[src/rtl/elevator_pkg.sv]
// Shared types and constants for the elevator request queue.
//  NUM_FLOORS  floors served (codes 1..NUM_FLOORS)
//  FLOOR_W     width of a floor code
//  FLOOR_NONE  "no request" floor code
//  DIR_UP/DIR_DOWN  encoding of the car direction input
//  state_t     request-queue FSM state encoding
package elevator_pkg;

    localparam int unsigned NUM_FLOORS = 7;
    localparam int unsigned FLOOR_W    = 3;

    localparam logic [FLOOR_W-1:0] FLOOR_NONE = 3'd0;

    localparam logic DIR_UP   = 1'b0;
    localparam logic DIR_DOWN = 1'b1;

    typedef enum logic [1:0] {
        IDLE  = 2'd0,
        SERVE = 2'd1,
        DWELL = 2'd2
    } state_t;

endpackage

[src/rtl/elevator_request_queue_if.sv]
// Bus between the elevator controller side and the request queue.
//  btn        floor button presses, bit i-1 = floor i       (master -> slave)
//  cur_floor  car position                                  (master -> slave)
//  direction  car direction, DIR_UP / DIR_DOWN              (master -> slave)
//  arrived    car is at its requested floor                 (master -> slave)
//  from       issued target floor, FLOOR_NONE when idle     (slave -> master)
//  pending    pending-request bitmap                        (slave -> master)
//  busy       queue FSM not idle                            (slave -> master)
//  served_cnt saturating count of completed requests        (slave -> master)
interface elevator_request_queue_if
    import elevator_pkg::*;
#(
    parameter int unsigned CNT_W = 8
);
    logic [NUM_FLOORS-1:0] btn;
    logic [FLOOR_W-1:0]    cur_floor;
    logic                  direction;
    logic                  arrived;
    logic [FLOOR_W-1:0]    from;
    logic [NUM_FLOORS-1:0] pending;
    logic                  busy;
    logic [CNT_W-1:0]      served_cnt;

    modport master (
        output btn, cur_floor, direction, arrived,
        input  from, pending, busy, served_cnt
    );

    modport slave (
        input  btn, cur_floor, direction, arrived,
        output from, pending, busy, served_cnt
    );
endinterface

[src/rtl/elevator_floor_select.sv]
// Combinational SCAN picker: chooses the next floor to serve from the
// pending bitmap given the car position and direction.
//  i_pending    pending bitmap, bit i-1 = floor i
//  i_cur_floor  car position
//  i_direction  DIR_UP / DIR_DOWN
//  o_sel_c      selected floor, FLOOR_NONE when nothing pending
//  o_sel_valid_c  1 when o_sel_c is a real floor
module elevator_floor_select
    import elevator_pkg::*;
(
    input  logic [NUM_FLOORS-1:0] i_pending,
    input  logic [FLOOR_W-1:0]    i_cur_floor,
    input  logic                  i_direction,
    output logic [FLOOR_W-1:0]    o_sel_c,
    output logic                  o_sel_valid_c
);

    logic [FLOOR_W-1:0] w_up_ge;   // lowest pending >= cur
    logic [FLOOR_W-1:0] w_up_lt;   // highest pending < cur
    logic [FLOOR_W-1:0] w_dn_le;   // highest pending <= cur
    logic [FLOOR_W-1:0] w_dn_gt;   // lowest pending > cur
    logic [FLOOR_W-1:0] w_fl;

    // Floor codes start at 1, so FLOOR_NONE doubles as "not found".
    always_comb begin
        w_up_ge = FLOOR_NONE;
        w_up_lt = FLOOR_NONE;
        w_dn_le = FLOOR_NONE;
        w_dn_gt = FLOOR_NONE;
        w_fl    = FLOOR_NONE;
        // Descending scan: the last hit is the lowest floor.
        for (int f = NUM_FLOORS; f >= 1; f--) begin
            w_fl = FLOOR_W'(f);
            if (i_pending[f-1] && (w_fl >= i_cur_floor)) w_up_ge = w_fl;
            if (i_pending[f-1] && (w_fl >  i_cur_floor)) w_dn_gt = w_fl;
        end
        // Ascending scan: the last hit is the highest floor.
        for (int f = 1; f <= NUM_FLOORS; f++) begin
            w_fl = FLOOR_W'(f);
            if (i_pending[f-1] && (w_fl <  i_cur_floor)) w_up_lt = w_fl;
            if (i_pending[f-1] && (w_fl <= i_cur_floor)) w_dn_le = w_fl;
        end
    end

    // Prefer floors ahead of the car, otherwise reverse.
    always_comb begin
        o_sel_c = FLOOR_NONE;
        case (i_direction)
            DIR_UP:   o_sel_c = (w_up_ge != FLOOR_NONE) ? w_up_ge : w_up_lt;
            DIR_DOWN: o_sel_c = (w_dn_le != FLOOR_NONE) ? w_dn_le : w_dn_gt;
            default:  o_sel_c = FLOOR_NONE;
        endcase
        o_sel_valid_c = (o_sel_c != FLOOR_NONE);
    end

endmodule

[src/rtl/elevator_request_queue.sv]
// Elevator request queue: latches hall-button presses, picks the next
// target with SCAN, holds it on 'from' until arrival, then dwells.
//  clk    clock, all state on posedge
//  reset  synchronous active-high reset
//  bus    elevator_request_queue_if slave modport
//         (btn, cur_floor, direction, arrived in; from, pending, busy, served_cnt out)
module elevator_request_queue
    import elevator_pkg::*;
#(
    parameter int unsigned DWELL_CYCLES = 2,
    parameter int unsigned CNT_W        = 8
)(
    input  logic                      clk,
    input  logic                      reset,
    elevator_request_queue_if.slave   bus
);

    localparam int unsigned DW_W = (DWELL_CYCLES > 1) ? $clog2(DWELL_CYCLES) : 1;

    state_t                r_state;
    logic [NUM_FLOORS-1:0] r_pending;
    logic [FLOOR_W-1:0]    r_target;
    logic [FLOOR_W-1:0]    r_from;
    logic [DW_W-1:0]       r_dwell;
    logic [CNT_W-1:0]      r_served;
    logic                  r_busy;

    logic [FLOOR_W-1:0]    w_sel;
    logic                  w_sel_valid;
    logic                  w_hit;
    logic [NUM_FLOORS-1:0] w_clr_mask;

    elevator_floor_select u_select (
        .i_pending     (r_pending),
        .i_cur_floor   (bus.cur_floor),
        .i_direction   (bus.direction),
        .o_sel_c       (w_sel),
        .o_sel_valid_c (w_sel_valid)
    );

    // Arrival only counts at the frozen target floor.
    assign w_hit = (r_state == SERVE) && bus.arrived && (bus.cur_floor == r_target);

    // One-hot clear of the served floor.
    always_comb begin
        w_clr_mask = '0;
        if (w_hit) begin
            for (int f = 1; f <= NUM_FLOORS; f++) begin
                if (FLOOR_W'(f) == r_target) w_clr_mask[f-1] = 1'b1;
            end
        end
    end

    // Pending capture (set wins over clear) and request FSM.
    always_ff @(posedge clk) begin
        if (reset) begin
            r_state   <= IDLE;
            r_pending <= '0;
            r_target  <= FLOOR_NONE;
            r_from    <= FLOOR_NONE;
            r_dwell   <= '0;
            r_served  <= '0;
            r_busy    <= 1'b0;
        end else begin
            r_pending <= (r_pending & ~w_clr_mask) | bus.btn;
            case (r_state)
                IDLE: begin
                    if (w_sel_valid) begin
                        r_target <= w_sel;
                        r_from   <= w_sel;
                        r_state  <= SERVE;
                        r_busy   <= 1'b1;
                    end else begin
                        r_from   <= FLOOR_NONE;
                    end
                end
                SERVE: begin
                    if (w_hit) begin
                        r_from <= FLOOR_NONE;
                        if (r_served != '1) r_served <= r_served + CNT_W'(1);
                        if (DWELL_CYCLES > 0) begin
                            r_dwell <= DW_W'(DWELL_CYCLES - 1);
                            r_state <= DWELL;
                        end else begin
                            r_state <= IDLE;
                            r_busy  <= 1'b0;
                        end
                    end
                end
                DWELL: begin
                    r_from <= FLOOR_NONE;
                    if (r_dwell == '0) begin
                        r_state <= IDLE;
                        r_busy  <= 1'b0;
                    end else begin
                        r_dwell <= r_dwell - DW_W'(1);
                    end
                end
                default: begin
                    r_state <= IDLE;
                    r_from  <= FLOOR_NONE;
                    r_busy  <= 1'b0;
                end
            endcase
        end
    end

    assign bus.from       = r_from;
    assign bus.pending    = r_pending;
    assign bus.busy       = r_busy;
    assign bus.served_cnt = r_served;

endmodule

[src/flat_wrapper.sv]
// flat-port wrapper written by rule: the top's interface ports become plain ports
module elevator_request_queue_flat import elevator_pkg::*;
#(
    parameter int unsigned DWELL_CYCLES = 2,
    parameter int unsigned CNT_W        = 8
)
  (clk, reset, bus_btn, bus_cur_floor, bus_direction, bus_arrived, bus_from, bus_pending, bus_busy, bus_served_cnt);
  elevator_request_queue_if #(.CNT_W(CNT_W)) bus_i ();
  input  logic clk;
  input  logic reset;
  input wire logic [$bits(bus_i.btn)-1:0] bus_btn;
  input wire logic [$bits(bus_i.cur_floor)-1:0] bus_cur_floor;
  input wire logic [$bits(bus_i.direction)-1:0] bus_direction;
  input wire logic [$bits(bus_i.arrived)-1:0] bus_arrived;
  output wire logic [$bits(bus_i.from)-1:0] bus_from;
  output wire logic [$bits(bus_i.pending)-1:0] bus_pending;
  output wire logic [$bits(bus_i.busy)-1:0] bus_busy;
  output wire logic [$bits(bus_i.served_cnt)-1:0] bus_served_cnt;
  assign bus_i.btn = bus_btn;
  assign bus_i.cur_floor = bus_cur_floor;
  assign bus_i.direction = bus_direction;
  assign bus_i.arrived = bus_arrived;
  assign bus_from = bus_i.from;
  assign bus_pending = bus_i.pending;
  assign bus_busy = bus_i.busy;
  assign bus_served_cnt = bus_i.served_cnt;
  elevator_request_queue #(.DWELL_CYCLES(DWELL_CYCLES), .CNT_W(CNT_W)) u_core (.clk(clk), .reset(reset), .bus(bus_i));
endmodule
[config.mk]
export PLATFORM = sky130hd
export DESIGN_NAME = elevator_request_queue_flat
export DESIGN_NICKNAME = d
export VERILOG_FILES = /design/src/rtl/elevator_pkg.sv /design/src/rtl/elevator_request_queue_if.sv /design/src/rtl/elevator_floor_select.sv /design/src/rtl/elevator_request_queue.sv /design/src/flat_wrapper.sv
export SDC_FILE = /design/constraint.sdc
export NUM_CORES = 1
export LEC_CHECK = 0
export BUFFER_PORTS_ARGS = -buffer_cell sky130_fd_sc_hd__buf_4
export CAP_MARGIN = 5
export CORE_ASPECT_RATIO = 1.4
export CORE_MARGIN = 5
export CORE_UTILIZATION = 60
export DETAILED_ROUTE_END_ITERATION = 16
export HOLD_SLACK_MARGIN = 0.05
export PLACE_DENSITY_LB_ADDON = 0.12
export SLEW_MARGIN = 20
export SYNTH_ARGS = -nofsm -noshare
export SYNTH_HDL_FRONTEND = slang
export SYNTH_HIERARCHICAL = 1
export SYNTH_SLANG_ARGS = --single-unit
export TNS_END_PERCENT = 50
[constraint.sdc]
create_clock -name clk -period 2.9 [get_ports clk]
set_input_delay 0.29 -clock clk [delete_from_list [all_inputs] [get_ports clk]]
set_output_delay 0.29 -clock clk [all_outputs]
set_load 0.01 [all_outputs]
==> impl_results.md, run 1 <==
- Die area: between 4000 and 5000 um2
- Sw frac: between 30% and 40%
- Setup Skew: roughly 7.2 ps
- Setup-failing EPs final: 0
- Synth warnings: 6
- Overall Power: 0.889 mW
- Number of global-route vias before repair: roughly 1800
- GRT overflow: 0
- Final TNS setup: 0 ps
- Sequential share of the synthesized area: between 20% and 30%
- Largest area contributor in the netlist: dfxtp_1
- DRT Wirelength: ~4700 um
- Post-synth EDFFs: 0
- Post-synth top area share: around a quarter
- CP max FO: 10
- Initial DRC Count: 83
- Max cap viols: 0
- Die H: just under 80 um
- Clock-pin slew on the worst setup and hold paths: ~90 ps
- Clock power share: 24.0%
- Mapped Cells: 244
- Initial Utilization: 62.3%
- I/O Buffers: 32
- Comb power frac: 29.3%
- RSZ-0062 raised after global routing: no
- Num rows: 24
- Final GP Congestion: 0.918
- Status: finished, final reports clean
- Peak supply drop: around 0.37 mV
- Synthesized area: between 1500 and 2000 um2
- Period minus WS final: between 2000 and 2500 ps
- Post-DP HPWL: between 3000 and 4000 um
- Number of synthesized register bits: 25
- CP Capture Type: register
- Via count: ~1900
- Hold Path Class: in -> reg
- Final hold vios: 0
- # DRC: 0
- Filler cell count: 268
- Top_reg_cell synth: dfxtp_1
- Total core area: just over 3000 um2
- Pwr Density: ~420 nW/um2
- Psw: approximately 0.30 mW
- Max Slew Vio Count: 0
- Clock root cell: clkbuf_8
- Share of layout cells above drive strength 1: between 20% and 30%
- I/O pin count: 33
- Utilization after layout: approximately 70%
- Count of clock tree sinks: 25
- CTS tree: built
- Clock latency on the worst-skew pair: ~280 ps
- Syn nets: between 200 and 300
- CP arrival: between 2000 and 3000 ps
- Share of flip-flops with an asynchronous set or reset: 0%
- Slew HR: between 70% and 80%
- Die W: a little under 60 um
- Routed vias/inst: 6.32
- Register-to-Register Path Depth: 9
- Static leakage: between 0.8 and 0.9 nW
- Internal power: 0.586 mW
- H-tree depth: 1
- Global Route Usage Sum: between 20% and 30%
- Initial antenna violation count: 0
- Startpoint Class: register
- CTS buffer count: 3
- DR pass1 iterations: 4
- Area contributors post-synth: dfxtp_1, a21oi_1, nand2_1
- Area delta synth->final: 10.4%
- Post-CTS setup buffers: 0
- Global-route wire length before repair: a little over 8000 um
- Final #Nets: approximately 280
- Fin worst setup slack: ~550 ps
- Reg power frac: between 40% and 50%
- CTS Hold Buffers Added: 0
- Measured slew at the worst slew-check pin: between 400 and 500 ps
- Gates resized, CTS repair: 0
- Crit path kind: reg -> reg
- CP Data Required Time: ~3100 ps
- Fin crit share: 81.1%
- Antenna cells: 0
- Hold depth: 3
- Max Root-Sink Buffers: 2
- Avg Inst Size Synth: between 7 and 8 um2
- Max Clock Freq: around 0.43 GHz
- Drt wl/cell: about 16 um
- Post-DRT Antenna Nets: 0
- Dpl ws: between 400 and 500 ps
- Unique masters post-synth: between 60 and 70
- Largest net degree at the start of global routing: 29
## sequential cells by signal (all words and copies together) (netlist names)
register               cells
u_core/bus.busy            1
u_core/bus.pending         7
u_core/r_dwell             1
u_core/bus.served_cnt      8
u_core/bus.from            3
u_core/r_target            3
u_core/r_state             2
## power groups by stage
stage | combinational [mW] | sequential [mW] | clock [mW]
finish | 0.260 | 0.416 | 0.213
global route | 0.289 | 0.422 | 0.234
CTS | 0.258 | 0.415 | 0.219
detailed placement | 0.257 | 0.423 | 0
global placement | 0.255 | 0.423 | 0
floorplan | 0.221 | 0.399 | 0
## Yosys cell counts, types with 2 or more instances
| cell | n |
|---|---|
| or3_1 | 2 |
| and2_1 | 3 |
| o311a_1 | 2 |
| o32ai_2 | 2 |
| nand3b_1 | 2 |
| o31ai_1 | 2 |
| nor2b_1 | 5 |
| dfxtp_1 | 25 |
| nand3_1 | 10 |
| nand2b_1 | 8 |
| o31a_1 | 2 |
| o2bb2ai_1 | 2 |
| buf_4 | 2 |
| clkbuf_1 | 4 |
| xnor2_4 | 3 |
| a21oi_1 | 33 |
| inv_1 | 12 |
| a21boi_0 | 4 |
| buf_6 | 6 |
| o21ai_0 | 16 |
| a21o_1 | 2 |
| nor3_1 | 5 |
| nand2_1 | 22 |
| o311ai_0 | 2 |
| o21ai_1 | 4 |
| o41ai_1 | 3 |
| o21a_1 | 2 |
| nor4_1 | 2 |
| nor2_1 | 15 |
| buf_2 | 5 |
| o211ai_1 | 2 |
| or2_2 | 2 |
## final timing paths
kind | startpoint | end | slack, ps
worst max register to register | u_core/bus.pending[5]$_SDFF_PP0_ | u_core/r_target[2]$_SDFFE_PP0P_ | 550
worst min-delay path | bus_btn[3] | u_core/bus.pending[3]$_SDFF_PP0_ | 250
worst max-delay path | u_core/bus.pending[5]$_SDFF_PP0_ | u_core/r_target[2]$_SDFFE_PP0P_ | 550
worst min register to register | u_core/bus.from[0]$_SDFFE_PP0P_ | u_core/bus.from[0]$_SDFFE_PP0P_ | 480
## cells in the final DEF (no fill, tap or decap), drive strengths merged, types with 2 or more instances in the layout
| cell type | instances |
|---|---|
| o21a | 2 |
| nand4 | 2 |
| o2bb2ai | 3 |
| or3 | 2 |
| o41ai | 3 |
| nand2 | 23 |
| o311a | 2 |
| o31a | 2 |
| nor2b | 5 |
| nor2 | 15 |
| clkbuf | 3 |
| o21ai | 21 |
| xnor2 | 3 |
| o32ai | 2 |
| buf | 32 |
| or2 | 2 |
| o31ai | 2 |
| nand3 | 11 |
| a21o | 2 |
| dfxtp | 25 |
| nor3 | 5 |
| nor4 | 2 |
| o311ai | 2 |
| a21boi | 5 |
| inv | 12 |
| nand2b | 8 |
| o211ai | 2 |
| nand3b | 2 |
| and2 | 4 |
| a21oi | 34 |
## layer usage
layer	wire, um	GRT usage, %	vias to the layer above
met1	1860	26.8	885
met4	275	14.6	0
met5	0	0	-
li1	-	-	929
met3	226	3.70	21
met2	2380	37.9	66
## worst max-delay path, cell delays in order (launching register included)
cell      delay (ps)
dfxtp_1          580
inv_1            130
a221oi_1         400
o32ai_2          170
a21oi_1          180
a311oi_2         130
o221ai_1         250
and2_1           220
nand2_1           90
a21oi_1          130
## metrics by stage
| step | area (um2) | hold slack [ps] | std cells |
|---|---|---|---|
| global route | 2130 | 250 | 301 |
| CTS | 2130 | 244 | 301 |
| floorplan | 1930 | 419 | 244 |
| finish | 2130 | 253 | 301 |
| detailed placement | 2080 | 463 | 297 |
| global placement | 2080 | 468 | 297 |
## layout make-up
cell class	instances	area, um2	area share [%]
clock inverters	1	7.51	0.353
repair buffers	32	240	11.3
clock buffers	3	41.3	1.94
inverters	13	48.8	2.29
well taps	39	48.8	2.29
flip-flops and latches	25	500	23.5
multi-input cells	188	1240	58.3
## logic make-up (layout without fill, tap and decap cells)
kind of cell | Yosys count | after routing | share of synthesized area (%)
simple gates | 87 | 87 | 24.6
buf+inv | 31 | 49 | 9.67
compound gates | 96 | 96 | 34.3
xor+xnor | 3 | 3 | 4.29
mux | 1 | 1 | 0.520
flops | 25 | 25 | 26.0
fa+ha+maj | 1 | 1 | 0.649
Power figures use the tool's default switching activity.
==> run 2: changes to the inputs <==
Settings changed: CORE_UTILIZATION 60 to 51.
Clock period 2.9 ns to 1.9 ns, I/O delays scaled along.
==> run 2 against run 1 <==
The flow now finishes with violations (negative setup slack). Sequential power grew 46%. First-iteration DRC count grew 24%. Die area grew 15%. Via count grew 13%. Wire length grew 25%. Critical path depth grew 1. Global-route usage grew 1.4 points. Power grew 77%. Worst hold slack lost 110 ps. Critical path type unchanged.
==> impl_results.md, run 2 (synthesis gave the netlist of run 1 again) <==
- Register Area: between 500 and 600 um2
- Slowest cell on the critical path: dfxtp_4
- Pwr Density: 582 nW/um2
- Drt wl/cell: 16.5 um
- Via count: roughly 2100
- Largest net degree at the start of global routing: 23
- Setup-failing EPs final: 8
- Worst hold margin: 147 ps
- FF-to-FF End: u_core/r_state[0]$_SDFFE_PP0P_
- Post-DRT Antenna Nets: 0
- Startpoint Class: register
- Max Clock Freq: between 0.4 and 0.5 GHz
- Share of layout cells above drive strength 1: a little over two fifths
- Hold depth: 3
- Commonest non-fill, non-tap cell in the layout: buf_4
- # DRC: 0
- DR pass1 iterations: 5
- Measured slew at the worst slew-check pin: 435 ps
- Failing checks: negative setup slack
- Area delta synth->final: 40.3%
- Antenna cells: 0
- Clock latency on the worst-skew pair: ~270 ps
- Final hold vios: 0
- Clock root cell: clkbuf_8
- Max reg flops: 8
- CP Data Required Time: ~2100 ps
- Num rows: 26
- Period minus WS final: ~2100 ps
- Dpl ws: -265 ps
- Static leakage: 1.13 nW
- Worst Hold Path EP: u_core/bus.pending[4]$_SDFF_PP0_
- Routed vias/inst: around 5.9
- Status: complete, but fails checks
- Number of global-route vias before repair: 2097
- Initial antenna violation count: 0
- I/O pin count: 33
- H-tree depth: 1
- Clock-pin slew on the worst setup and hold paths: about 90 ps
- CTS Hold Buffers Added: 0
- Max cap viols: 0
- Die H: ~83 um
- Max Slew Vio Count: 0
- Utilization after layout: approximately 74%
- Slowest stage delay, CP: about 400 ps
- Count of clock tree sinks: 25
- Global Route Usage Sum: ~24%
- Max Root-Sink Buffers: 2
- Multi-input combinational cell area: around 1400 um2
- Setup Skew: between 7 and 8 ps
- Crit path kind: reg -> reg
- CTS tree: built
- Die W: ~62 um
- Reg2reg start: u_core/bus.pending[1]$_SDFF_PP0_
- Filler cell count: between 200 and 300
- CTS buffer count: 3
- GRT overflow: 0
- RSZ-0062 raised after global routing: yes
- Final #Nets: roughly 330
- Most frequent cell on the critical path: nor2_1
- Total core area: roughly 3600 um2
- Register-to-Register Path Depth: 10
- Post-DP HPWL: around 4400 um
- CP max FO: 6
- Slew HR: between 70 and 80%
- Initial Utilization: between 50% and 60%
- Hold Crit Start: bus_btn[4]
- Die area: slightly above 5000 um2
- Peak supply drop: 0.666 mV
- Global-route wire length before repair: about 9400 um
- Crit-path cells: buf_4 -> nand2b_4 -> a32oi_1 -> nor2_1 -> o211a_1 -> o32ai_2 -> o221ai_2 -> and2_4 -> a21oi_1 -> nor2_1
- Most frequent cells in the layout: buf_4, a21oi_1, nand2_1, dfxtp_1, nor2_1
- Overall Power: 1.57 mW
- CP arrival: approximately 2300 ps
- Hold Path Class: in -> reg
- Setup slack, reg-to-reg: -230 ps
- Fin crit share: 112%
- CP Capture Type: register
- I/O Buffers: 32
- Final GP Congestion: 0.947
- Fin worst setup slack: -231 ps
- DRT Wirelength: 5940 um
- Initial DRC Count: roughly 100
==> run 2: changes by cell type in the layout (fill, tap and decap cells not counted), moves of 3 or more <==
| cell | before | now |
|---|---|---|
| buf_4 | 32 | 84 |
| dfxtp_1 | 25 | 18 |
| dfxtp_2 | 0 | 5 |
| a21oi_1 | 33 | 29 |
| a21oi_2 | 1 | 5 |
| buf_6 | 0 | 4 |
| nand2_1 | 22 | 19 |
| o21ai_0 | 16 | 13 |
==> run 2: routing by layer <==
| metal | vias up | track usage, % | wire (um) | part of all wire, % |
|---|---|---|---|---|
| li1 | 1049 | - | - | - |
| met1 | 1004 | 27.1 | 2300 | 39 |
| met2 | 70 | 42.7 | 3150 | 53 |
| met3 | 18 | 3.73 | 261 | 4.4 |
| met4 | 0 | 13.0 | 229 | 3.9 |
| met5 | - | 0 | 0 | 0 |
==> run 2: final cells by class <==
class	instances	area share, %
flip-flops and latches	25	19.0
well taps	42	1.94
repair buffers	88	25.0
inverters	13	1.81
clock buffers	3	1.53
multi-input cells	188	50.4
clock inverters	1	0.278
==> run 2: what timing repair did <==
item / in CTS / in global routing
buffers inserted: 5 / 5
gates resized for setup: 19 / 16
pin swaps: 19 / 14
setup endpoints to repair: 8 / 8
==> run 2: critical path: cells and delay by family, from the launching register on <==
family	cells	cell delay, ps
and+or+nand+nor	4	410
buffers and inverters	1	120
DFF	1	390
AOI/OAI and AO/OA	5	1100
==> run 2: power breakdown <==
part	switching (mW)	total, mW	internal (mW)	leakage (nW)
registers	0.0472	0.609	0.562	0.208
clock network	0.178	0.326	0.149	0.0217
logic	0.317	0.638	0.320	0.896
total	0.542	1.57	1.03	1.13
==> run 2: worst max path at each step <==
stage | start | end | slack (ps) | depth (start not counted)
detailed placement | bus_cur_floor[1] | u_core/bus.from[0]$_SDFFE_PP0P_ | -260 | 11
floorplan | u_core/bus.pending[3]$_SDFF_PP0_ | u_core/r_state[0]$_SDFFE_PP0P_ | 2 | 10
CTS | u_core/bus.pending[1]$_SDFF_PP0_ | u_core/bus.from[0]$_SDFFE_PP0P_ | -120 | 10
finish | u_core/bus.pending[1]$_SDFF_PP0_ | u_core/r_state[0]$_SDFFE_PP0P_ | -230 | 10
global route | u_core/bus.pending[1]$_SDFF_PP0_ | u_core/r_state[0]$_SDFFE_PP0P_ | -310 | 10
global placement | bus_cur_floor[0] | u_core/r_state[0]$_SDFFE_PP0P_ | -220 | 11
==> run 2: stage by stage <==
| step | cells | area (um2) | TNS [ps] |
|---|---|---|---|
| 2_1_floorplan | 244 | 1950 | 0 |
| 3_3_place_gp | 346 | 2440 | -1600 |
| 3_5_place_dp | 346 | 2440 | -1820 |
| 4_1_cts | 355 | 2610 | -778 |
| 5_1_grt | 360 | 2700 | -2210 |
| 6_report | 360 | 2700 | -1610 |
==> run 3: changes to the inputs <==
Settings changed: CORE_UTILIZATION 51 to 50, MAX_ROUTING_LAYER from default to met4, SYNTH_HIERARCHICAL 1 to default.
==> run 3 against run 2 <==
The run still ends with negative setup slack left. Die area decreased by 4.9%. Fmax rose by 6.3%. Utilization down 1.8 points. Flip-flop and latch count stayed put. Global-route usage is 1.7 points lower. Final cell count is 7.5% lower. Non-clock buffer count down 11. Critical path type unchanged. Largest cell class unchanged. Largest power group is now sequential cells.
==> impl_results.md, run 3 <==
- CTS Hold Buffers Added: 0
- Peak supply drop: a little under 0.6 mV
- Synth warnings: 0
- Largest area contributor in the netlist: dfxtp_1
- Startpoint Class: register
- Top-count cell post-synth: nor2_1
- Antenna cells: 0
- Main combinational cell family by area after synthesis: simple AND/OR/NAND/NOR gates
- Setup-failing EPs final: 8
- Number of synthesized register bits: 25
- Routed vias/inst: between 5 and 6
- Setup slack, reg-to-reg: -100 ps
- Post-synth top area share: ~28%
- GRT Max-Usage Layer: met2
- Final GP Congestion: roughly 0.95
- Share of flip-flops with an asynchronous set or reset: 0%
- Mux cell area share after synthesis: 0.562%
- Final #Nets: 309
- CTS tree: built
- Post-DP HPWL: about 3800 um
- CP Data Required Time: 2100 ps
- Adder-Cell Fraction of Synth Area: less than 1%
- Initial DRC Count: around 140
- Count of clock tree sinks: 25
- Utilization after layout: slightly above 70%
- Num rows: 25
- Initial antenna violation count: 0
- Initial Utilization: between 50% and 60%
- Max cap viols: 0
- Share of layout cells above drive strength 1: between 30% and 40%
- Crit-path cells: or3b_4 -> o22ai_4 -> a2111o_1 -> a211oi_4 -> o32ai_2 -> or3_1 -> a31oi_1
- Static leakage: 0.994 nW
- Max Slew Vio Count: 0
- I/O pin count: 33
- Post-DRT Antenna Nets: 0
- Die W: approximately 60 um
- Placed Cells: 324
- Fin worst setup slack: -105 ps
- Register Area: 519 um2
- Number of global-route vias before repair: 1782
- Via count: about 2000
- Largest net degree at the start of global routing: 27
- Most frequent cells in the layout: buf_4, nor2_1, a21oi_1, dfxtp_1, nand2_1
- Period minus WS final: between 2000 and 2500 ps
- I/O Buffers: 32
- Multi-input combinational cell area: approximately 1300 um2
- CP arrival: between 2000 and 2500 ps
- Status: complete, but fails checks
- Xor/xnor share of the synthesized area: about 3.9%
- Commonest non-fill, non-tap cell in the layout: buf_4
- Met3 GRT Util: between 1.5 and 2%
- Slowest stage delay, CP: 430 ps
- CTS buffer count: 3
- Clock latency on the worst-skew pair: approximately 270 ps
- Compound-gate portion of the synthesized area: approximately 29%
- Setup Skew: between 1 and 1.5 ps
- Slowest cell on the critical path: a2111o_1
- # DRC: 0
- Slew HR: approximately three quarters
- Simple logic cell fraction of the synthesized area: between 20 and 30%
- Hold Path Class: in -> reg
- Max reg flops: 8
- Area contributors post-synth: dfxtp_1, nor2_1, a21oi_1
- CP max FO: 3
- Fin crit share: 106%
- Top_reg_cell synth: dfxtp_1
- DRT Wirelength: between 5000 and 6000 um
- Synthesized area: between 1500 and 2000 um2
- Clock-pin slew on the worst setup and hold paths: 80 ps
- Avg Inst Size Synth: 7.65 um2
- Non-Filler Instances: 333
- RSZ-0062 raised after global routing: yes
- DR pass1 iterations: 4
- Unique masters post-synth: 63
- Total core area: 3410 um2
- H-tree depth: 1
- Crit path kind: reg -> reg
- CP Capture Type: register
- Synth top cells by count: nor2_1, dfxtp_1, a21oi_1, nand2_1, o21ai_0
- Final hold vios: 0
- Mapped Cells: between 200 and 250
- Syn nets: between 200 and 250
- Pwr Density: 601 nW/um2
- Area delta synth->final: 38.4%
- Global Route Usage Sum: ~23%
- Die area: 4870 um2
- Failing checks: negative setup slack
- Max Root-Sink Buffers: 2
- Max Clock Freq: ~0.5 GHz
- Die H: slightly above 80 um
- Filler cell count: around 270
- Clock root cell: clkbuf_8
- Global-route wire length before repair: slightly above 8000 um
- Drt wl/cell: roughly 16 um
- Measured slew at the worst slew-check pin: about 380 ps
- M2 GR Usage: between 30% and 40%
- Met1 Use GR: a little over a quarter
- GRT overflow: 0
- Post-synth EDFFs: 0
- Sequential share of the synthesized area: ~28%
==> run 3: changes by cell type in the layout (fill, tap and decap cells not counted), moves of 6 or more <==
cell     previous run  this run
nor2_1             15        28
buf_4              84        76
a21oi_1            29        21
nand2_1            19        13
inv_1              12         4
xor2_1              0         6
==> run 3: worst max-delay path, delay by kind of cell (launching register included) <==
family / cells / cell delay [ps]
flops: 1 / 320
compound gates: 5 / 1000
simple gates: 2 / 610
==> run 3: layer usage <==
layer	share of wire [%]	routed length (um)
met4	2.7	143
met5	0	0
met1	40	2110
met2	52	2740
met3	4.7	245
==> run 3: power by group <==
| part | total [mW] | internal [mW] | switching (mW) | leakage [nW] |
|---|---|---|---|---|
| clock network | 0.313 | 0.150 | 0.163 | 0.0228 |
| logic | 0.563 | 0.285 | 0.279 | 0.763 |
| registers | 0.607 | 0.564 | 0.0432 | 0.208 |
| total | 1.48 | 0.999 | 0.485 | 0.994 |
==> run 3: repair_timing <==
item                                   4_1_cts  5_1_grt
cloned                                       0        0
pin swaps                                   12        9
endpoints found under the hold margin        0        0
setup buffers                                3        2
gates resized for setup                     18        9
setup endpoints to repair                    7        9
==> run 3: cells by family after synthesis <==
| kind of cell | Yosys count |
|---|---|
| compound gates | 74 |
| xor+xnor | 8 |
| fa+ha+maj | 1 |
| buf+inv | 25 |
| flops | 25 |
| mux | 1 |
| simple gates | 99 |
==> run 3: area by class of cell <==
cell class | count | area share [%]
clock buffer | 4 | 1.83
inverter | 4 | 0.609
multi-input combinational | 183 | 50.9
sequential | 25 | 21.1
tap | 40 | 2.03
timing repair buffer | 77 | 23.6
==> run 3: worst paths after layout <==
path	startpoint	end	cells after the start
setup / recovery	u_core.bus.pending[0]$_SDFF_PP0_	u_core.r_target[2]$_SDFFE_PP0P_	7
setup reg to reg	u_core.bus.pending[0]$_SDFF_PP0_	u_core.r_target[2]$_SDFFE_PP0P_	7
hold reg to reg	u_core.bus.from[2]$_SDFFE_PP0N_	u_core.bus.from[2]$_SDFFE_PP0N_	2
hold / removal	bus_btn[6]	u_core.bus.pending[6]$_SDFF_PP0_	3
==> run 3: per-stage QoR <==
stage / setup slack (ps) / instance area, um2 / setup TNS (ps) / hold slack (ps) / power [mW]
6_report: -105 / 2470 / -496 / 120 / 1.48
5_1_grt: -179 / 2470 / -1220 / 127 / 1.58
4_1_cts: -77.2 / 2420 / -244 / 125 / 1.45
3_5_place_dp: -182 / 2260 / -1110 / 402 / 1.10
3_3_place_gp: -183 / 2260 / -933 / 397 / 1.10
2_1_floorplan: -79.9 / 1840 / -217 / 307 / 0.928
